===== config.mk =====
export PLATFORM = sky130hd
export DESIGN_NAME = fir_decim_fifo_flat
export DESIGN_NICKNAME = d
export VERILOG_FILES = /design/src/rtl/fir_pkg.sv /design/src/rtl/fir_decim_fifo_if.sv /design/src/rtl/fir_sync_fifo.sv /design/src/rtl/fir_decim_fifo.sv /design/src/flat_wrapper.sv
export SDC_FILE = /design/constraint.sdc
export NUM_CORES = 1
export LEC_CHECK = 0
export CORE_MARGIN = 4
export CORE_UTILIZATION = 50
export DETAILED_ROUTE_END_ITERATION = 12
export MAX_ROUTING_LAYER = met4
export PLACE_DENSITY_LB_ADDON = 0.2
export SYNTH_ARGS = -nofsm -noshare
export SYNTH_HDL_FRONTEND = slang
export SYNTH_SLANG_ARGS = --single-unit

===== constraint.sdc =====
create_clock -name i_Clk -period 2.65 [get_ports i_Clk]
set_input_delay 0.265 -clock i_Clk [delete_from_list [all_inputs] [get_ports i_Clk]]
set_output_delay 0.265 -clock i_Clk [all_outputs]
set_load 0.05 [all_outputs]

===== src/rtl/fir_pkg.sv =====
// Shared FIR-chain definitions: default sample width, the signed sample type and a log2 helper.
// Latency: none. This file holds declarations only.
// Backpressure: none. This file holds declarations only.
package fir_pkg;

   localparam int DATA_W_DEF = 16;

   typedef logic signed [DATA_W_DEF-1:0] sample_t;

   // Shift amount for a power-of-two decimation ratio (S = log2(DECIM)).
   function automatic int decim_log2(input int d);
      int s;
      s = 0;
      for (int i = 0; i < 31; i++) begin
         if ((1 << i) < d) s = i + 1;
      end
      return s;
   endfunction

endpackage


===== src/rtl/fir_decim_fifo_if.sv =====
// Bundles the sample-in / result-out handshake of the decimating output stage.
// Latency: none. The interface holds wires only.
// Backpressure: the master drives i_Ready and the slave drives o_Vld. The input side has no backpressure.
interface fir_decim_fifo_if #(
   parameter int DATA_W = 16,
   parameter int DEPTH  = 8
);
   localparam int LW = $clog2(DEPTH) + 1;

   logic                     i_Vld;
   logic signed [DATA_W-1:0] i_Din;
   logic                     i_Sync;
   logic                     i_Ready;
   logic                     i_Ovf_Clr;
   logic                     o_Vld;
   logic signed [DATA_W-1:0] o_Dout;
   logic [LW-1:0]            o_Level;
   logic                     o_Ovf;

   // The master is the upstream FIR plus the downstream consumer. The slave is the decimator.
   modport master (output i_Vld, i_Din, i_Sync, i_Ready, i_Ovf_Clr,
                   input  o_Vld, o_Dout, o_Level, o_Ovf);
   modport slave  (input  i_Vld, i_Din, i_Sync, i_Ready, i_Ovf_Clr,
                   output o_Vld, o_Dout, o_Level, o_Ovf);
endinterface


===== src/rtl/fir_sync_fifo.sv =====
// Show-ahead, count-based synchronous FIFO. The head word is presented combinationally and is forced to 0 when the FIFO is empty.
// Latency: a write is visible on o_Rdat one cycle after the write edge.
// Backpressure: a write into a full FIFO is dropped (o_Drop=1) unless a read frees a slot in the same cycle. A read when empty is ignored.
module fir_sync_fifo #(
   parameter int W     = 16,
   parameter int DEPTH = 8,
   localparam int AW   = $clog2(DEPTH),
   localparam int LW   = AW + 1
) (
   input  logic          i_Clk,
   input  logic          i_Rst,
   input  logic          i_Wr,
   input  logic [W-1:0]  i_Wdat,
   input  logic          i_Rd,
   output logic [W-1:0]  o_Rdat,
   output logic          o_Vld,
   output logic          o_Drop,
   output logic [LW-1:0] o_Level
);
   logic [W-1:0]  r_Mem [DEPTH];
   logic [AW-1:0] r_Wp;
   logic [AW-1:0] r_Rp;
   logic [LW-1:0] r_Cnt;
   logic          w_Empty;
   logic          w_Full;
   logic          w_Rd;
   logic          w_Wr;

   assign w_Empty = (r_Cnt == '0);
   assign w_Full  = (r_Cnt == LW'(DEPTH));
   assign w_Rd    = i_Rd && !w_Empty;
   // A full FIFO still takes a write when the same cycle pops the head.
   assign w_Wr    = i_Wr && (!w_Full || w_Rd);
   assign o_Drop  = i_Wr && !w_Wr;
   assign o_Vld   = !w_Empty;
   assign o_Level = r_Cnt;
   assign o_Rdat  = w_Empty ? '0 : r_Mem[r_Rp];

   // Storage array. It has no reset because the count decides what is valid.
   always_ff @(posedge i_Clk) begin
      if (w_Wr) r_Mem[r_Wp] <= i_Wdat;
   end

   // Pointers wrap naturally because DEPTH is a power of two. The count tracks occupancy.
   always_ff @(posedge i_Clk or negedge i_Rst) begin
      if (!i_Rst) begin
         r_Wp  <= '0;
         r_Rp  <= '0;
         r_Cnt <= '0;
      end else begin
         if (w_Wr) r_Wp <= r_Wp + 1'b1;
         if (w_Rd) r_Rp <= r_Rp + 1'b1;
         case ({w_Wr, w_Rd})
            2'b10:   r_Cnt <= r_Cnt + 1'b1;
            2'b01:   r_Cnt <= r_Cnt - 1'b1;
            default: r_Cnt <= r_Cnt;
         endcase
      end
   end
endmodule


===== src/rtl/fir_decim_fifo.sv =====
// Sum-and-dump decimator by DECIM feeding a show-ahead result FIFO. A sticky overflow flag is set when a result is dropped.
// Latency: last sample of a group at edge N gives the result on o_Dout after edge N+1. Macro FIR_DECIM_ROUND_EN enables round-half-up.
// Backpressure: the input is never stalled. o_Vld/i_Ready drain the FIFO, and a result meeting a full FIFO is dropped.
module fir_decim_fifo
   import fir_pkg::*;
#(
   parameter int DATA_W = DATA_W_DEF,
   parameter int DECIM  = 4,
   parameter int DEPTH  = 8
) (
   input logic              i_Clk,
   input logic              i_Rst,
   fir_decim_fifo_if.slave  bus
);
   localparam int S  = decim_log2(DECIM);
   localparam int AW = DATA_W + S;
   localparam int LW = $clog2(DEPTH) + 1;
   localparam logic [S-1:0] PH_ONE  = S'(1);
   localparam logic [S-1:0] PH_LAST = S'(DECIM - 1);

   logic [S-1:0]             r_Ph;
   logic signed [AW-1:0]     r_Acc;
   logic signed [DATA_W-1:0] r_Res;
   logic                     r_ResVld;
   logic                     r_Ovf;
   logic signed [AW-1:0]     w_Din_X;
   logic signed [AW:0]       w_Sum;
   logic signed [AW:0]       w_Rnd;
   logic signed [DATA_W-1:0] w_Scaled;
   logic                     w_Drop;
   logic [DATA_W-1:0]        w_Rdat;
   logic                     w_FVld;
   logic [LW-1:0]            w_Level;

   assign w_Din_X = AW'(bus.i_Din);
   assign w_Sum   = (AW + 1)'(r_Acc) + (AW + 1)'(bus.i_Din);
`ifdef FIR_DECIM_ROUND_EN
   localparam logic signed [AW:0] RND = (AW + 1)'(DECIM / 2);
   assign w_Rnd = w_Sum + RND;
`else
   assign w_Rnd = w_Sum;
`endif
   // A full group of DATA_W-bit samples divided by DECIM always fits back into DATA_W bits.
   assign w_Scaled = DATA_W'(w_Rnd >>> S);

   // Phase tracking and accumulation. A dump produces a one-cycle result pulse, and sync restarts the group.
   always_ff @(posedge i_Clk or negedge i_Rst) begin
      if (!i_Rst) begin
         r_Ph     <= '0;
         r_Acc    <= '0;
         r_Res    <= '0;
         r_ResVld <= 1'b0;
      end else begin
         r_ResVld <= 1'b0;
         if (bus.i_Sync) begin
            r_Ph <= bus.i_Vld ? PH_ONE : '0;
            if (bus.i_Vld) r_Acc <= w_Din_X;
         end else if (bus.i_Vld) begin
            r_Ph  <= r_Ph + PH_ONE;
            r_Acc <= (r_Ph == '0) ? w_Din_X : r_Acc + w_Din_X;
            if (r_Ph == PH_LAST) begin
               r_Res    <= w_Scaled;
               r_ResVld <= 1'b1;
            end
         end
      end
   end

   // Sticky overflow flag. A drop in the same cycle beats a clear.
   always_ff @(posedge i_Clk or negedge i_Rst) begin
      if (!i_Rst)           r_Ovf <= 1'b0;
      else if (w_Drop)      r_Ovf <= 1'b1;
      else if (bus.i_Ovf_Clr) r_Ovf <= 1'b0;
   end

   fir_sync_fifo #(.W(DATA_W), .DEPTH(DEPTH)) u_fifo (
      .i_Clk   (i_Clk),
      .i_Rst   (i_Rst),
      .i_Wr    (r_ResVld),
      .i_Wdat  (r_Res),
      .i_Rd    (bus.i_Ready),
      .o_Rdat  (w_Rdat),
      .o_Vld   (w_FVld),
      .o_Drop  (w_Drop),
      .o_Level (w_Level)
   );

   assign bus.o_Vld   = w_FVld;
   assign bus.o_Dout  = w_Rdat;
   assign bus.o_Level = w_Level;
   assign bus.o_Ovf   = r_Ovf;
endmodule

===== src/flat_wrapper.sv =====
// flat-port wrapper written by rule: the top's interface ports become plain ports
module fir_decim_fifo_flat import fir_pkg::*;
#(
   parameter int DATA_W = DATA_W_DEF,
   parameter int DECIM  = 4,
   parameter int DEPTH  = 8
)
  (i_Clk, i_Rst, bus_i_Vld, bus_i_Din, bus_i_Sync, bus_i_Ready, bus_i_Ovf_Clr, bus_o_Vld, bus_o_Dout, bus_o_Level, bus_o_Ovf);
  fir_decim_fifo_if #(.DATA_W(DATA_W), .DEPTH(DEPTH)) bus_i ();
  input logic i_Clk;
  input logic i_Rst;
  input wire logic [$bits(bus_i.i_Vld)-1:0] bus_i_Vld;
  input wire logic [$bits(bus_i.i_Din)-1:0] bus_i_Din;
  input wire logic [$bits(bus_i.i_Sync)-1:0] bus_i_Sync;
  input wire logic [$bits(bus_i.i_Ready)-1:0] bus_i_Ready;
  input wire logic [$bits(bus_i.i_Ovf_Clr)-1:0] bus_i_Ovf_Clr;
  output wire logic [$bits(bus_i.o_Vld)-1:0] bus_o_Vld;
  output wire logic [$bits(bus_i.o_Dout)-1:0] bus_o_Dout;
  output wire logic [$bits(bus_i.o_Level)-1:0] bus_o_Level;
  output wire logic [$bits(bus_i.o_Ovf)-1:0] bus_o_Ovf;
  assign bus_i.i_Vld = bus_i_Vld;
  assign bus_i.i_Din = bus_i_Din;
  assign bus_i.i_Sync = bus_i_Sync;
  assign bus_i.i_Ready = bus_i_Ready;
  assign bus_i.i_Ovf_Clr = bus_i_Ovf_Clr;
  assign bus_o_Vld = bus_i.o_Vld;
  assign bus_o_Dout = bus_i.o_Dout;
  assign bus_o_Level = bus_i.o_Level;
  assign bus_o_Ovf = bus_i.o_Ovf;
  fir_decim_fifo #(.DATA_W(DATA_W), .DECIM(DECIM), .DEPTH(DEPTH)) u_core (.i_Clk(i_Clk), .i_Rst(i_Rst), .bus(bus_i));
endmodule

**Word level (Yosys, flattened, before mapping)**

Memory sizes are Yosys's and may differ from the RTL's.
Index checks and enable logic that the tools add are counted.

- Flip-flop bits (word level): 48
- Bits in writable memories: 128
- Input port bits: 22
- Output and inout port bits: 22
- Word-level logic and storage cells: 50
- Memories kept: 1

- Add/sub/neg operators: 7
- Equal/unequal tests: 4
- Mux-type cells: 16
- Bitwise logic cells: 1
- Reductions and logical operators: 13

Memories:

| memory | depth | width | rd ports | clocked after memory_dff | write ports | RTL line | RTL |
|---|---|---|---|---|---|---|---|
| u_core.u_fifo.r_Mem | 8 | 16 | 1 | 0 | 1 | fir_sync_fifo.sv:20 | `logic [W-1:0] r_Mem [DEPTH];` |

Operators by type and width:

| operator | number |
|---|---|
| $mux 18 | 4 |
| $add 18x16->18 | 2 |
| $mux 16 | 1 |
| $mux 1 | 8 |
| $pmux 4 s2 | 1 |
| $add 3x1->3 const B | 2 |
| $reduce_bool 2->1 | 3 |
| $add 4x1->4 const B | 1 |
| $eq 2x2->1 const B | 2 |
| $eq 4x4->1 const B | 1 |
| $logic_not 4->1 | 1 |
| $mux 2 | 2 |
| $sub 4x1->4 const B | 1 |
| $logic_and 1x1->1 | 3 |
| $logic_not 1->1 | 3 |
| $reduce_and 3->1 | 1 |
| $add 2x1->2 const B | 1 |
| $eq 2x1->1 const B | 1 |
| $logic_not 2->1 | 1 |
| $logic_or 1x1->1 | 1 |
| $not 1->1 | 1 |

**Logic depth before layout (Yosys ltp)**

- Depth in word-level cells: 8
- Depth in mapped cells: 10
- Gate-level depth less buffers: 10

**Cells and area by module**

From an unflattened synthesis, not the netlist that was laid out.

- Cells, all modules: 565
- Area, all modules: 8155.3 um^2

By module, submodules not included:

| module | instances | cells an instance | area each (um^2) | sequential area each (um^2) |
|---|---|---|---|---|
| fir_sync_fifo | 1 | 273 | 5581.6 | 4093.9 |
| fir_decim_fifo | 1 | 292 | 2573.7 | 950.9 |

**Least setup slack after synthesis**

Ideal clock, no wire load.

- Path kind: flip-flop to flip-flop
- Start: reg u_core.u_fifo.r_Cnt[1] (netlist: u_core.u_fifo.o_Level[1])
- End: mem u_core.u_fifo.r_Mem[0][0], enable pin
- Setup time: 0.409 ns
- Data arrival time: 2.442 ns
- Data required time: 2.241 ns
- Slack: -0.201 ns
- Stages on the path, launching flop included: 6
- Buffers on the path: 0
- Period minus slack after synthesis: 2.851 ns
- Cell sequence: dfrtp_1 -> nor3_1 -> nand3b_1 -> and2_1 -> nand2b_1 -> nor3_1

- Word-level cells in the longest chain between the ends: 7
- Elaborated cells on any way between the ends: 9
- Classes of those cells: eq/ne (1); mux (2); reduce/logical (6)

Ends and longest elaborated chain:

| element | RTL line | RTL |
|---|---|---|
| from (decl) | fir_sync_fifo.sv:23 | `logic [LW-1:0] r_Cnt;` |
| from (signal assigned) | fir_sync_fifo.sv:54 | `2'b10: r_Cnt <= r_Cnt + 1'b1;` |
| from (signal assigned) | fir_sync_fifo.sv:55 | `2'b01: r_Cnt <= r_Cnt - 1'b1;` |
| from (signal assigned) | fir_sync_fifo.sv:56 | `default: r_Cnt <= r_Cnt;` |
| $logic_not 4->1 | fir_sync_fifo.sv:29 | `assign w_Empty = (r_Cnt == '0);` |
| $logic_not 1->1 | fir_sync_fifo.sv:31 | `assign w_Rd = i_Rd && !w_Empty;` |
| $logic_and 1x1->1 | fir_sync_fifo.sv:31 |  |
| $logic_or 1x1->1 * | fir_sync_fifo.sv:33 | `assign w_Wr = i_Wr && (!w_Full \|\| w_Rd);` |
| $logic_and 1x1->1 * | fir_sync_fifo.sv:33 |  |
| $mux 1 * | fir_sync_fifo.sv:41 | `if (w_Wr) r_Mem[r_Wp] <= i_Wdat;` |
| $mux 1 (not written as such) * | fir_sync_fifo.sv:41 |  |
| to (decl) | fir_sync_fifo.sv:20 |  |

Every way passes the cells marked *; elsewhere a longest branch is shown, timed or not.

**Final worst setup path**

- Start: reg u_core.u_fifo.r_Rp[0]
- End: out bus_o_Dout[12]

- Word-level cells in the longest chain between the ends: 2

Ends and longest elaborated chain:

| element | RTL line | RTL |
|---|---|---|
| from (decl) | fir_sync_fifo.sv:22 | `logic [AW-1:0] r_Rp;` |
| from (signal assigned) | fir_sync_fifo.sv:52 | `if (w_Rd) r_Rp <= r_Rp + 1'b1;` |
| $mem_v2 8x16 | -- |  |
| $mux 16 | fir_sync_fifo.sv:37 | `assign o_Rdat = w_Empty ? '0 : r_Mem[r_Rp];` |
| to (decl) | flat_wrapper.sv:18 | `output wire logic [$bits(bus_i.o_Dout)-1:0] bus_o_Dout;` |

No other way between the ends.

==> flow_summary_export.csv <==
group,metric,value,unit
run_status,status,"complete, no violations",
detailed_routing,drt-pass1-iter-count,4,
sta,worst_slew_pin_slew,0.637,ns
worst_setup_path,critPathMaxFanout,12,
final_layout,final_util,61.9,%
power,p_leak,3.59,nW
global_route,antenna_found_initial,0,
worst_setup_path,cp.required,2.38,ns
global_route,grt-ovfl-total,0,
synthesis,yosys-top-cells-area,"edfxtp_1 49%, dfrtp_1 15%, mux4_2 9.1%",
sta,finalSetupViolCount,0,
global_route,grt_pass1_wl,25800,um
worst_setup_path,crit_type,"reg -> out",
sta,fin_skew,0.00676,ns
cts,cts_tree,"built",
cts,cts_max_path_buffers,2,
cts,clk-insertion-delay-late,0.42,ns
worst_setup_path,end_kind,"output pin",
floorplan,die_w,134,um
sta,fmax,0.400,GHz
sta,slew_headroom,57.6,%
global_route,grt_usage,19.3,%
worst_setup_path,crit_arrival,2.24,ns
synthesis,synth_most_common_cell,"edfxtp_1",
sta,rsz0062_at_grt,"no",
floorplan,core_area,15400,um^2
detailed_routing,routedWlPerCell,18.5,um
synthesis,synth_nets,597,
synthesis,yosys.area.top_type,"edfxtp_1",
place,hpwl,10300,um
floorplan,start_util,51.4,%
job,max-cap-violations,0,
final_layout,multiInputGateArea,2710,um^2
final_layout,seqCellArea,5050,um^2
hold_path,min_path_type,"in -> async",
sta,setup_ws,0.148,ns
floorplan,ios,44,
floorplan,die-height,134,um
final_layout,drive_gt1_share,19.6,%
sta,fin_crit,2.50,ns
synthesis,synth_enable_flop_cells,128,
place,numPortBuffers,43,
detailed_routing,antenna_left,0,
final_layout,antenna_cells,0,
floorplan,die_area,17900,um^2
synthesis,ys_seq_area_share,63.8,%
synthesis,netlist_instances,550,
synthesis,postSynthAreaPerCell,14.4,um^2
detailed_routing,drcViolationCount,0,
detailed_routing,drtIter0Drc,303,
synthesis,synthArstFlopShare,27.3,%
synthesis,synthTopCellsByCount,"128 x edfxtp_1, 50 x nand2_1, 48 x dfrtp_1, 48 x nor2_1, 32 x mux4_2",
detailed_routing,vias_per_cell,5.53,
power,powerDensity,1120,nW/um^2
place,routabilityCongestion,0.861,
floorplan,rows,45,
final_layout,syn_to_final_growth,20.4,%
cts,cts_made_buffers,17,
final_layout,fillers,1185,
synthesis,synth_cell_type_count,54,
sta,fin_crit_sh,94.4,%
synthesis,synth_seq_cells,176,
cts,cts_setup_buffers,0,
power,ir_worst_vdd,0.635,mV
detailed_routing,num_vias,4692,
final_layout,fin_nets,671,
global_route,grt_max_degree,33,
cts,clkTransAtPathRegs,0.06,ns
synthesis,yosys_warnings,0,
place,place_ws,-0.0527,ns
synthesis,syn_area,7910,um^2
global_route,grt_pass1_vias,4863,
synthesis,synth_ff_type,"edfxtp_1",
worst_setup_path,worstSetupStartpointType,"register",
cts,cts_sinks,176,
synthesis,yosys.area.top_type_share,48.6,%
cts,clockRootBuffer,"clkbuf_16",
cts,cts.htree.levels,4,
detailed_routing,wirelength,15700,um
sta,report.final.slew_viol_count,0,
sta,finalHoldViolCount,0,
==> cell type report <==
class,instances,area share [%]
multi-input cells,334,28.5
clock inverters,12,1.50
inverters,19,0.749
clock buffers,20,4.59
well taps,211,2.77
repair buffers,76,8.88
flip-flops and latches,176,53.0
==> metal layers <==
layer,part of all wire [%],global-route usage [%],vias to the layer above
met1,44,25.2,2351
met4,1.4,6.51,0
met3,4.1,3.32,17
met2,50,30.9,100
li1,-,-,2224
met5,0,-,-
==> critical path, cell delays in order (launching register included) <==
cell	delay, ns
dfrtp_4	0.58
buf_4	0.27
mux4_2	0.54
mux2i_1	0.17
nor2_1	0.10
buf_12	0.16
==> cells by family (layout without fill, tap and decap cells) <==
kind of cell | count (synthesis) | after routing | synth area share (%)
AND/OR/NAND/NOR | 138 | 138 | 7.99
flip-flops | 176 | 176 | 63.8
XOR/XNOR | 23 | 23 | 2.55
adder cells (fa/ha/maj) | 25 | 25 | 4.15
multiplexers | 53 | 53 | 11.8
AO/OA/AOI/OAI | 95 | 95 | 7.67
buffers and inverters | 40 | 127 | 2.03
==> power by group <==
group | internal (mW) | leakage (nW) | switching, mW | total [mW]
Clock | 1.47 | 0.273 | 0.977 | 2.45
Sequential | 3.49 | 1.76 | 0.493 | 3.98
Combinational | 2.00 | 1.56 | 2.25 | 4.25
==> path summary, 6_finish.rpt <==
check / from / to / slack [ns] / cells after the start
max reg2reg: u_core.r_Acc[0] / u_core.r_Acc[14] / 0.38 / 9
min reg2reg: u_core.u_fifo.r_Rp[2] / u_core.u_fifo.r_Rp[2] / 0.48 / 1
min: i_Rst / u_core.r_Acc[17] / 0.26 / 2
max in group asynchronous: i_Rst / u_core.u_fifo.r_Rp[0] / 1.77 / 3
max: u_core.u_fifo.r_Rp[0] / bus_o_Dout[12] / 0.15 / 5
min in group i_Clk: bus_i_Ovf_Clr / u_core.bus.o_Ovf / 0.43 / 2
==> stage by stage <==
step	hold slack [ns]	power, mW	cell area, um^2	setup TNS (ns)	std cells
3_5_place_dp	0.175	8.32	8930	-0.0976	815
3_3_place_gp	0.166	8.22	8930	-0.00306	815
4_1_cts	0.258	10.8	9520	0	848
2_1_floorplan	-0.0306	6.59	7920	0	550
5_1_grt	0.307	11.2	9520	0	848
6_report	0.257	10.7	9520	0	848
==> placed cells by master, fill, tap and decap left out, types with 4 or more instances in the layout <==
master           instances
edfxtp_1               128
nand2_1                 50
nor2_1                  48
dfrtp_1                 47
mux4_2                  32
buf_4                   32
a21oi_1                 31
clkdlybuf4s50_1         25
ha_1                    23
inv_1                   18
mux2i_1                 18
o21ai_0                 18
clkbuf_16               17
buf_12                  17
xnor2_1                 15
o21ai_1                 10
nand2b_1                 8
xor2_1                   8
a31oi_1                  8
nand3_1                  7
a21o_1                   4
nand4_1                  4
==> state kept, by name, summed over array words and instances, names as in the netlist <==
register	cells
u_core.r_Acc	18
u_core.r_ResVld	1
u_core.bus.o_Ovf	1
u_core.u_fifo.r_Wp	3
u_core.r_Ph	2
u_core.u_fifo.o_Level	4
u_core.u_fifo.r_Rp	3
u_core.r_Res	16
u_core.u_fifo.r_Mem	128
==> timing repair <==
action	CTS	global route
endpoints found under the hold margin	11	0
gates resized for setup	1	0
hold buffers	1	0
setup endpoints to repair	1	0
Power figures use the tool's default switching activity.
